[src/rtl/quad_sample_pkg.sv]
// Shared types and constants for the quadrature sample controller.
package quad_sample_pkg;

  typedef enum logic [1:0] {
    S_IDLE,
    S_HDR,
    S_DATA
  } stream_state_t;

  localparam int SEQ_W       = 8;
  localparam int MIN_PERIOD  = 2;
  localparam int HDR_OVR_BIT = 15;
  localparam int HDR_SEQ_LSB = 0;

endpackage

[src/rtl/qsc_window_timer.sv]
// Window timer: holds the period register (clamped to MIN_PERIOD), supports restart
// on a configuration write and emits a registered one-cycle tick on every wrap.
module qsc_window_timer
  import quad_sample_pkg::*;
#(
  parameter int PERIOD_W   = 32,
  parameter int DEF_PERIOD = 100000
) (
  input  logic                i_clk,
  input  logic                i_reset,
  input  logic                i_enable,
  input  logic [PERIOD_W-1:0] i_cfg_period,
  input  logic                i_cfg_period_wr,
  output logic                o_tick
);

  localparam logic [PERIOD_W-1:0] L_DEF_PERIOD =
    PERIOD_W'((DEF_PERIOD < MIN_PERIOD) ? MIN_PERIOD : DEF_PERIOD);

  logic [PERIOD_W-1:0] r_period;
  logic [PERIOD_W-1:0] r_timer;
  logic [PERIOD_W-1:0] w_cfg_clamped;
  logic                w_wrap;

  assign w_cfg_clamped = (i_cfg_period < PERIOD_W'(MIN_PERIOD)) ? PERIOD_W'(MIN_PERIOD)
                                                                 : i_cfg_period;
  assign w_wrap        = i_enable && (r_timer == (r_period - PERIOD_W'(1)));

  // A restart that lands on a wrap still issues that wrap's tick.
  always_ff @(posedge i_clk) begin
    if (i_reset) begin
      r_period <= L_DEF_PERIOD;
      r_timer  <= '0;
      o_tick   <= 1'b0;
    end else begin
      o_tick <= w_wrap;
      if (i_cfg_period_wr) begin
        r_period <= w_cfg_clamped;
        r_timer  <= '0;
      end else if (!i_enable || w_wrap) begin
        r_timer <= '0;
      end else begin
        r_timer <= r_timer + PERIOD_W'(1);
      end
    end
  end

endmodule

[src/rtl/quad_sample_ctrl.sv]
// Quadrature sample sequencer: window ticks, per-window delta capture and snapshot frame
// streaming over valid/ready. Define QSC_FRAME_HDR_EN to prepend the seq/overrun header word.
module quad_sample_ctrl
  import quad_sample_pkg::*;
#(
  parameter int N_CH       = 4,
  parameter int CNT_W      = 16,
  parameter int PERIOD_W   = 32,
  parameter int DEF_PERIOD = 100000
) (
  input  logic                  clk,
  input  logic                  reset,
  input  logic                  enable,
  input  logic [PERIOD_W-1:0]   cfg_period,
  input  logic                  cfg_period_wr,
  input  logic [N_CH*CNT_W-1:0] ch_delta,
  output logic                  ch_clear,
  output logic                  sample_tick,
  input  logic                  frame_req,
  output logic                  out_valid,
  input  logic                  out_ready,
  output logic [CNT_W-1:0]      out_data,
  output logic                  out_last,
  output logic                  busy
);

  localparam int               IDX_W    = (N_CH > 1) ? $clog2(N_CH) : 1;
  localparam logic [IDX_W-1:0] LAST_IDX = IDX_W'(N_CH - 1);

  stream_state_t         r_state, w_next_state;
  logic [IDX_W-1:0]      r_idx, w_next_idx;
  logic [N_CH*CNT_W-1:0] r_live, r_frame;
  logic [SEQ_W-1:0]      r_seq;
  logic                  r_overrun, r_unread;
  logic                  w_tick, w_snap;
  logic [CNT_W-1:0]      w_word;

  qsc_window_timer #(
    .PERIOD_W  (PERIOD_W),
    .DEF_PERIOD(DEF_PERIOD)
  ) u_timer (
    .i_clk          (clk),
    .i_reset        (reset),
    .i_enable       (enable),
    .i_cfg_period   (cfg_period),
    .i_cfg_period_wr(cfg_period_wr),
    .o_tick         (w_tick)
  );

  assign ch_clear    = w_tick;
  assign sample_tick = w_tick;
  assign busy        = (r_state != S_IDLE);
  assign w_word      = r_frame[int'(r_idx)*CNT_W +: CNT_W];

`ifdef QSC_FRAME_HDR_EN
  logic [SEQ_W-1:0] r_seq_snap;
  logic             r_ovr_snap;
  logic [CNT_W-1:0] w_hdr;

  always_comb begin
    w_hdr                       = '0;
    w_hdr[HDR_OVR_BIT]          = r_ovr_snap;
    w_hdr[HDR_SEQ_LSB +: SEQ_W] = r_seq_snap;
  end

  always_ff @(posedge clk) begin
    if (reset) begin
      r_seq_snap <= '0;
      r_ovr_snap <= 1'b0;
    end else if (w_snap) begin
      r_seq_snap <= r_seq;
      r_ovr_snap <= r_overrun;
    end
  end
`endif

  // A snapshot coinciding with a capture takes the old live bank; the new capture stays unread.
  always_ff @(posedge clk) begin
    if (reset) begin
      r_live    <= '0;
      r_frame   <= '0;
      r_seq     <= '0;
      r_overrun <= 1'b0;
      r_unread  <= 1'b0;
    end else begin
      if (w_snap) begin
        r_frame <= r_live;
      end
      if (w_tick) begin
        r_live    <= ch_delta;
        r_seq     <= r_seq + SEQ_W'(1);
        r_unread  <= 1'b1;
        r_overrun <= w_snap ? r_overrun : (r_overrun | r_unread);
      end else if (w_snap) begin
        r_unread  <= 1'b0;
        r_overrun <= 1'b0;
      end
    end
  end

  always_ff @(posedge clk) begin
    if (reset) begin
      r_state <= S_IDLE;
      r_idx   <= '0;
    end else begin
      r_state <= w_next_state;
      r_idx   <= w_next_idx;
    end
  end

  always_comb begin
    w_next_state = r_state;
    w_next_idx   = r_idx;
    w_snap       = 1'b0;
    out_valid    = 1'b0;
    out_data     = '0;
    out_last     = 1'b0;
    case (r_state)
      S_IDLE: begin
        if (frame_req) begin
          w_snap     = 1'b1;
          w_next_idx = '0;
`ifdef QSC_FRAME_HDR_EN
          w_next_state = S_HDR;
`else
          w_next_state = S_DATA;
`endif
        end
      end
`ifdef QSC_FRAME_HDR_EN
      S_HDR: begin
        out_valid = 1'b1;
        out_data  = w_hdr;
        if (out_ready) begin
          w_next_state = S_DATA;
          w_next_idx   = '0;
        end
      end
`endif
      S_DATA: begin
        out_valid = 1'b1;
        out_data  = w_word;
        out_last  = (r_idx == LAST_IDX);
        if (out_ready) begin
          if (r_idx == LAST_IDX) begin
            w_next_state = S_IDLE;
            w_next_idx   = '0;
          end else begin
            w_next_idx = r_idx + IDX_W'(1);
          end
        end
      end
      default: begin
        w_next_state = S_IDLE;
        w_next_idx   = '0;
      end
    endcase
  end

endmodule

[config.mk]
export PLATFORM = sky130hd
export DESIGN_NAME = quad_sample_ctrl
export DESIGN_NICKNAME = d
export VERILOG_FILES = /design/src/rtl/quad_sample_pkg.sv /design/src/rtl/qsc_window_timer.sv /design/src/rtl/quad_sample_ctrl.sv
export SDC_FILE = /design/constraint.sdc
export NUM_CORES = 1
export LEC_CHECK = 0
export CAP_MARGIN = 10
export CORE_MARGIN = 5
export CORE_UTILIZATION = 55
export CTS_BUF_LIST = sky130_fd_sc_hd__clkbuf_4 sky130_fd_sc_hd__clkbuf_8
export DETAILED_ROUTE_END_ITERATION = 7
export HOLD_SLACK_MARGIN = 0.06
export PLACE_DENSITY = 0.8
export SYNTH_ARGS = -nofsm -noshare
export SYNTH_HDL_FRONTEND = slang
export SYNTH_HIERARCHICAL = 1
export SYNTH_SLANG_ARGS = --single-unit
[constraint.sdc]
create_clock -name clk -period 4 [get_ports clk]
set_input_delay 1.2 -clock clk [delete_from_list [all_inputs] [get_ports clk]]
set_output_delay 1.2 -clock clk [all_outputs]
set_load 0.1 [all_outputs]
Yosys cells after proc, flatten, opt, wreduce, memory -nomap -nowiden:

Cells that the tools add are included.

* register bits after elaboration: 197
* input bits: 102
* output and inout port bits: 21
* word-level logic and storage cells: 40

* add/subtract/negate cells: 3
* magnitude comparators: 1
* eq/ne operators: 6
* shift operators: 1
* mux-type cells: 14
* reductions and logical operators: 8

Operator list (number)
* 64-bit by 7-bit indexed part select with 16-bit output: 1
* 32-bit by 1-bit adder with 32-bit output, second input constant: 1
* 32-bit equality test: 1
* 32-bit by 2-bit less-than comparator with 1-bit output, second input constant: 1
* 32-bit two-way mux: 1
* 32-bit by 1-bit subtractor with 32-bit output, second input constant: 1
* 16-bit two-way mux: 1
* 2-bit two-way mux: 6
* 2-bit case mux with 2 select lines: 2
* 2-bit != test, second input constant: 3
* 2-bit equality test, second input constant: 2
* 1-bit two-way mux: 4
* 3-bit AND reduction: 1
* 3-bit OR reduction: 1
* 2-bit by 1-bit adder with 2-bit output, second input constant: 1
* 2-bit zero test: 1
* 2-bit AND reduction: 1
* 2-bit nonzero test: 1
* 1-bit logical AND: 1
* 1-bit zero test: 1
* 1-bit logical OR: 1

Logic depth before layout (Yosys ltp):

* depth in word-level cells: 5
* mapped depth: 10
* depth with buffers taken out: 9

Modules after synthesis:

The synthesis kept the hierarchy.

Modules (own cells, without submodules)
* quad_sample_ctrl: instances 1, cells each 561, area an instance 5104.9 um^2, sequential area each 2622.5 um^2
* qsc_window_timer: instances 1, cells each 483, area an instance 4067.7 um^2, sequential area each 1301.2 um^2

Worst setup path before layout:

Ideal clock, no wire load.

* path type: register to output
* from: reg r_state[1]
* to: out out_data[10]
* data arrival time: 3.140 ns
* data required time: 2.800 ns
* slack: -0.340 ns
* cell stages (with the launch flop): 4
* path buffers: 1
* cells stage by stage: dfxtp_1 -> nand2_1 -> clkbuf_1 -> o22ai_1

* longest elaborated chain between the ends: 2

Ends and longest elaborated chain
* start: declaration: RTL line quad_sample_ctrl.sv:30 `stream_state_t r_state, w_next_state;`
* start signal: assignment: RTL line quad_sample_ctrl.sv:106 `r_state <= w_next_state;`
* 2-bit equality test: RTL line quad_sample_ctrl.sv:118 `case (r_state)`
* 16-bit two-way mux: RTL line quad_sample_ctrl.sv:118
* end: declaration: RTL line quad_sample_ctrl.sv:22 `output logic [CNT_W-1:0] out_data,`

No other way between the ends.

Final worst setup path:

* from: reg r_state[1]
* to: out out_data[13]

The elaborated chain is that of the path after synthesis.

==> results.md <==
* Status: finished clean
* Top-count cell post-synth: dfxtp_1
* Syn Nets at 1149
* #FFs+latches synth at 196
* Antenna fix cells at 0
* Num rows at 47
* Layout cells sized above 1 at 7.740%
* WP data arrival at 2.22 ns
* Port Buffers at 122
* Register area share after synthesis at 42.78%
* Die ar. at 0.01936 mm^2
* Clk slew on worst S/H paths at 0.10 ns
* Die Span X at 139.1 um
* Fillers at 1368
* Clk sinks at 196
* Primary FF master, synth: dfxtp_1
* CTS tree: yes
* Main area contributors after synthesis: dfxtp_1, mux2i_1, nand2_1
* Antenna Nets Post-Route at 0
* Cells after synthesis at 1044
* Setup repair bufs after CTS at 0
* Lkg Pwr at 3.532 nW
* Vias at 7634
* Fmax at 292.3 MHz
* CP max FO at 16
* Hold Crit Class: register to register
* Final setup violation count at 0
* DR iter-0 viols at 629
* Count of hold buffers inserted by post-cts repair at 0
* Cell area after layout at 0.01069 mm^2
* Layout area overhead at 16.57%
* Slew @ Worst Pin at 1.113 ns
* Pwr dens at 336.7 mW/mm^2
* Number of max-cap violations at 0
* Data required, critical path at 2.80 ns
* Worst hold slack at 0.4431 ns
* Vias in the first global route at 6985
* Synth unique cells at 61
* Largest net degree at the start of global routing at 157
* Area leader, netlist: dfxtp_1
* Setup TNS at 0 ns
* CP Launch Type: register
* DR WL/cell at 16.35 um
* Total GRT Usage at 22.45%
* VDD IR max at 408.8 uV
* Synth top cells by count: dfxtp_1, nand2_1, mux2i_1, nor2_1, a21oi_1
* First-pass iteration count of the detailed router at 6
* IO Pins at 123
* Setup repair after global routing missed its margin: false
* Initial Utilization at 55.71%
* Endpoint class of the critical path: output pin
* Routability congestion estimate at 0.9163
* Root Driver: clkbuf_8
* Cell Area, Synth at 0.009173 mm^2
* Critical path class: register to output pin
* Share of Yosys cell area claimed by the top area cell type at 42.78%
* Die H at 139.1 um
* Overflow after GRT at 0
* H-tree depth at 4
* Core area at 0.01647 mm^2
* Fin crit share at 85.52%
* Placed instance area at 0.01033 mm^2
* Synthesis Warnings at 6
* Drt via density at 5.626
* Drc violations at 0
* Clock skew at 0.01688 ns
* HPWL Detailed at 15.76 mm
* Average cell area after synthesis at 8.786 um^2
* PostCTS Resize Cnt at 0
* Final hold vios at 0
* Area of the multi-input gates at 0.004822 mm^2
* Rel. slew slack at 25.78%
* Post-detailed-routing wire length at 22.18 mm
* Final min period at 3.421 ns
* Post-synth EDFFs at 0
* Ys async rst share at 0%
* FF/Latch Area at 0.003929 mm^2
* Num CTS Buffers at 17
* Total Nets Final at 1229
* Slew Viols, Final at 0
* CTS max path bufs at 2
* Clk_lat worst skew at 0.47 ns
* Initial antenna violation count at 0
* First-pass GRT wire length at 35.72 mm
==> through the flow <==
stage | util (%) | instances | setup WS [ns] | power [W]
global route | 64.94 | 1357 | 0.4493 | 0.003749
floorplan | - | 1044 | -0.3399 | 0.002272
global placement | 62.71 | 1325 | 0.8178 | 0.002429
finish | 64.94 | 1357 | 0.5793 | 0.003600
detailed placement | 62.71 | 1325 | 0.7690 | 0.002431
CTS | 64.94 | 1357 | 0.5912 | 0.003623
==> flip-flops by register name, indices dropped and copies added, names as in the netlist <==
| signal | count |
|---|---|
| r_frame | 64 |
| u_timer/o_tick | 1 |
| r_idx | 2 |
| u_timer/r_period | 32 |
| r_live | 64 |
| r_state | 1 |
| u_timer/r_timer | 32 |
==> power breakdown <==
part | switching, W | internal (W)
clock | 0.000736 | 0.000475
combinational | 0.000198 | 0.000180
sequential | 0.0000393 | 0.00197
total | 0.000973 | 0.00263
==> path summary, 6_finish.rpt <==
kind                                          from  slack, ns                        endpoint  depth (start not counted)
hold reg to reg            r_live[30]$_SDFFE_PP0P_       0.44        r_frame[30]$_SDFFE_PP0P_                          2
setup / recovery           r_state[1]$_SDFFE_PP0P_       0.58                    out_data[13]                          3
hold / removal             r_live[30]$_SDFFE_PP0P_       0.44        r_frame[30]$_SDFFE_PP0P_                          2
setup reg to reg  u_timer/r_period[0]$_SDFFE_PP0P_       0.65  u_timer/r_timer[31]$_SDFF_PP0_                         10
==> area by class of cell <==
type / count / area share [%]
repair buffers: 132 / 11.84
flip-flops and latches: 196 / 36.74
clock buffers: 19 / 2.387
clock inverters: 13 / 1.041
inverters: 9 / 0.3159
well taps: 220 / 2.574
multi-input cells: 768 / 45.10
==> layout by cell type (no fill, tap or decap), types with 4 or more instances in the layout <==
| cell type | instances |
|---|---|
| xnor2_1 | 45 |
| o21ai_0 | 6 |
| nand3_1 | 14 |
| clkdlybuf4s50_1 | 101 |
| or3_1 | 7 |
| nand2_1 | 172 |
| nor2_1 | 122 |
| nand4_1 | 14 |
| clkbuf_8 | 18 |
| xor2_1 | 25 |
| buf_4 | 28 |
| o22ai_1 | 18 |
| and3_1 | 4 |
| a211oi_1 | 6 |
| dfxtp_1 | 194 |
| nor4_2 | 6 |
| nor3_1 | 12 |
| nor2b_1 | 6 |
| or4_1 | 6 |
| inv_1 | 8 |
| nand2b_1 | 4 |
| inv_6 | 5 |
| or2_2 | 4 |
| o211ai_1 | 4 |
| mux2i_1 | 128 |
| a21oi_1 | 72 |
| a31oi_1 | 5 |
| nor4b_1 | 4 |
| nor4_1 | 39 |
==> layer usage <==
layer / global-route usage [%] / part of all wire (%)
met2: 37.15 / 48
met3: 4.655 / 5.5
met4: 6.282 / 2.0
met1: 29.92 / 44
met5: 0 / 0
==> kinds of logic after synthesis <==
kind of cell	after synthesis	synth area share, %
buf+inv	80	4.761
compound gates	128	8.362
simple gates	438	22.92
flops	196	42.78
mux	129	14.09
fa+ha+maj	3	0.4093
xor+xnor	70	6.684
==> critical path, cell delays in order (launching register included) <==
cell,delay (ns)
dfxtp_1,0.57
nand2b_1,0.43
o22ai_1,0.40
buf_4,0.36
(Power assumes the default switching activity.)
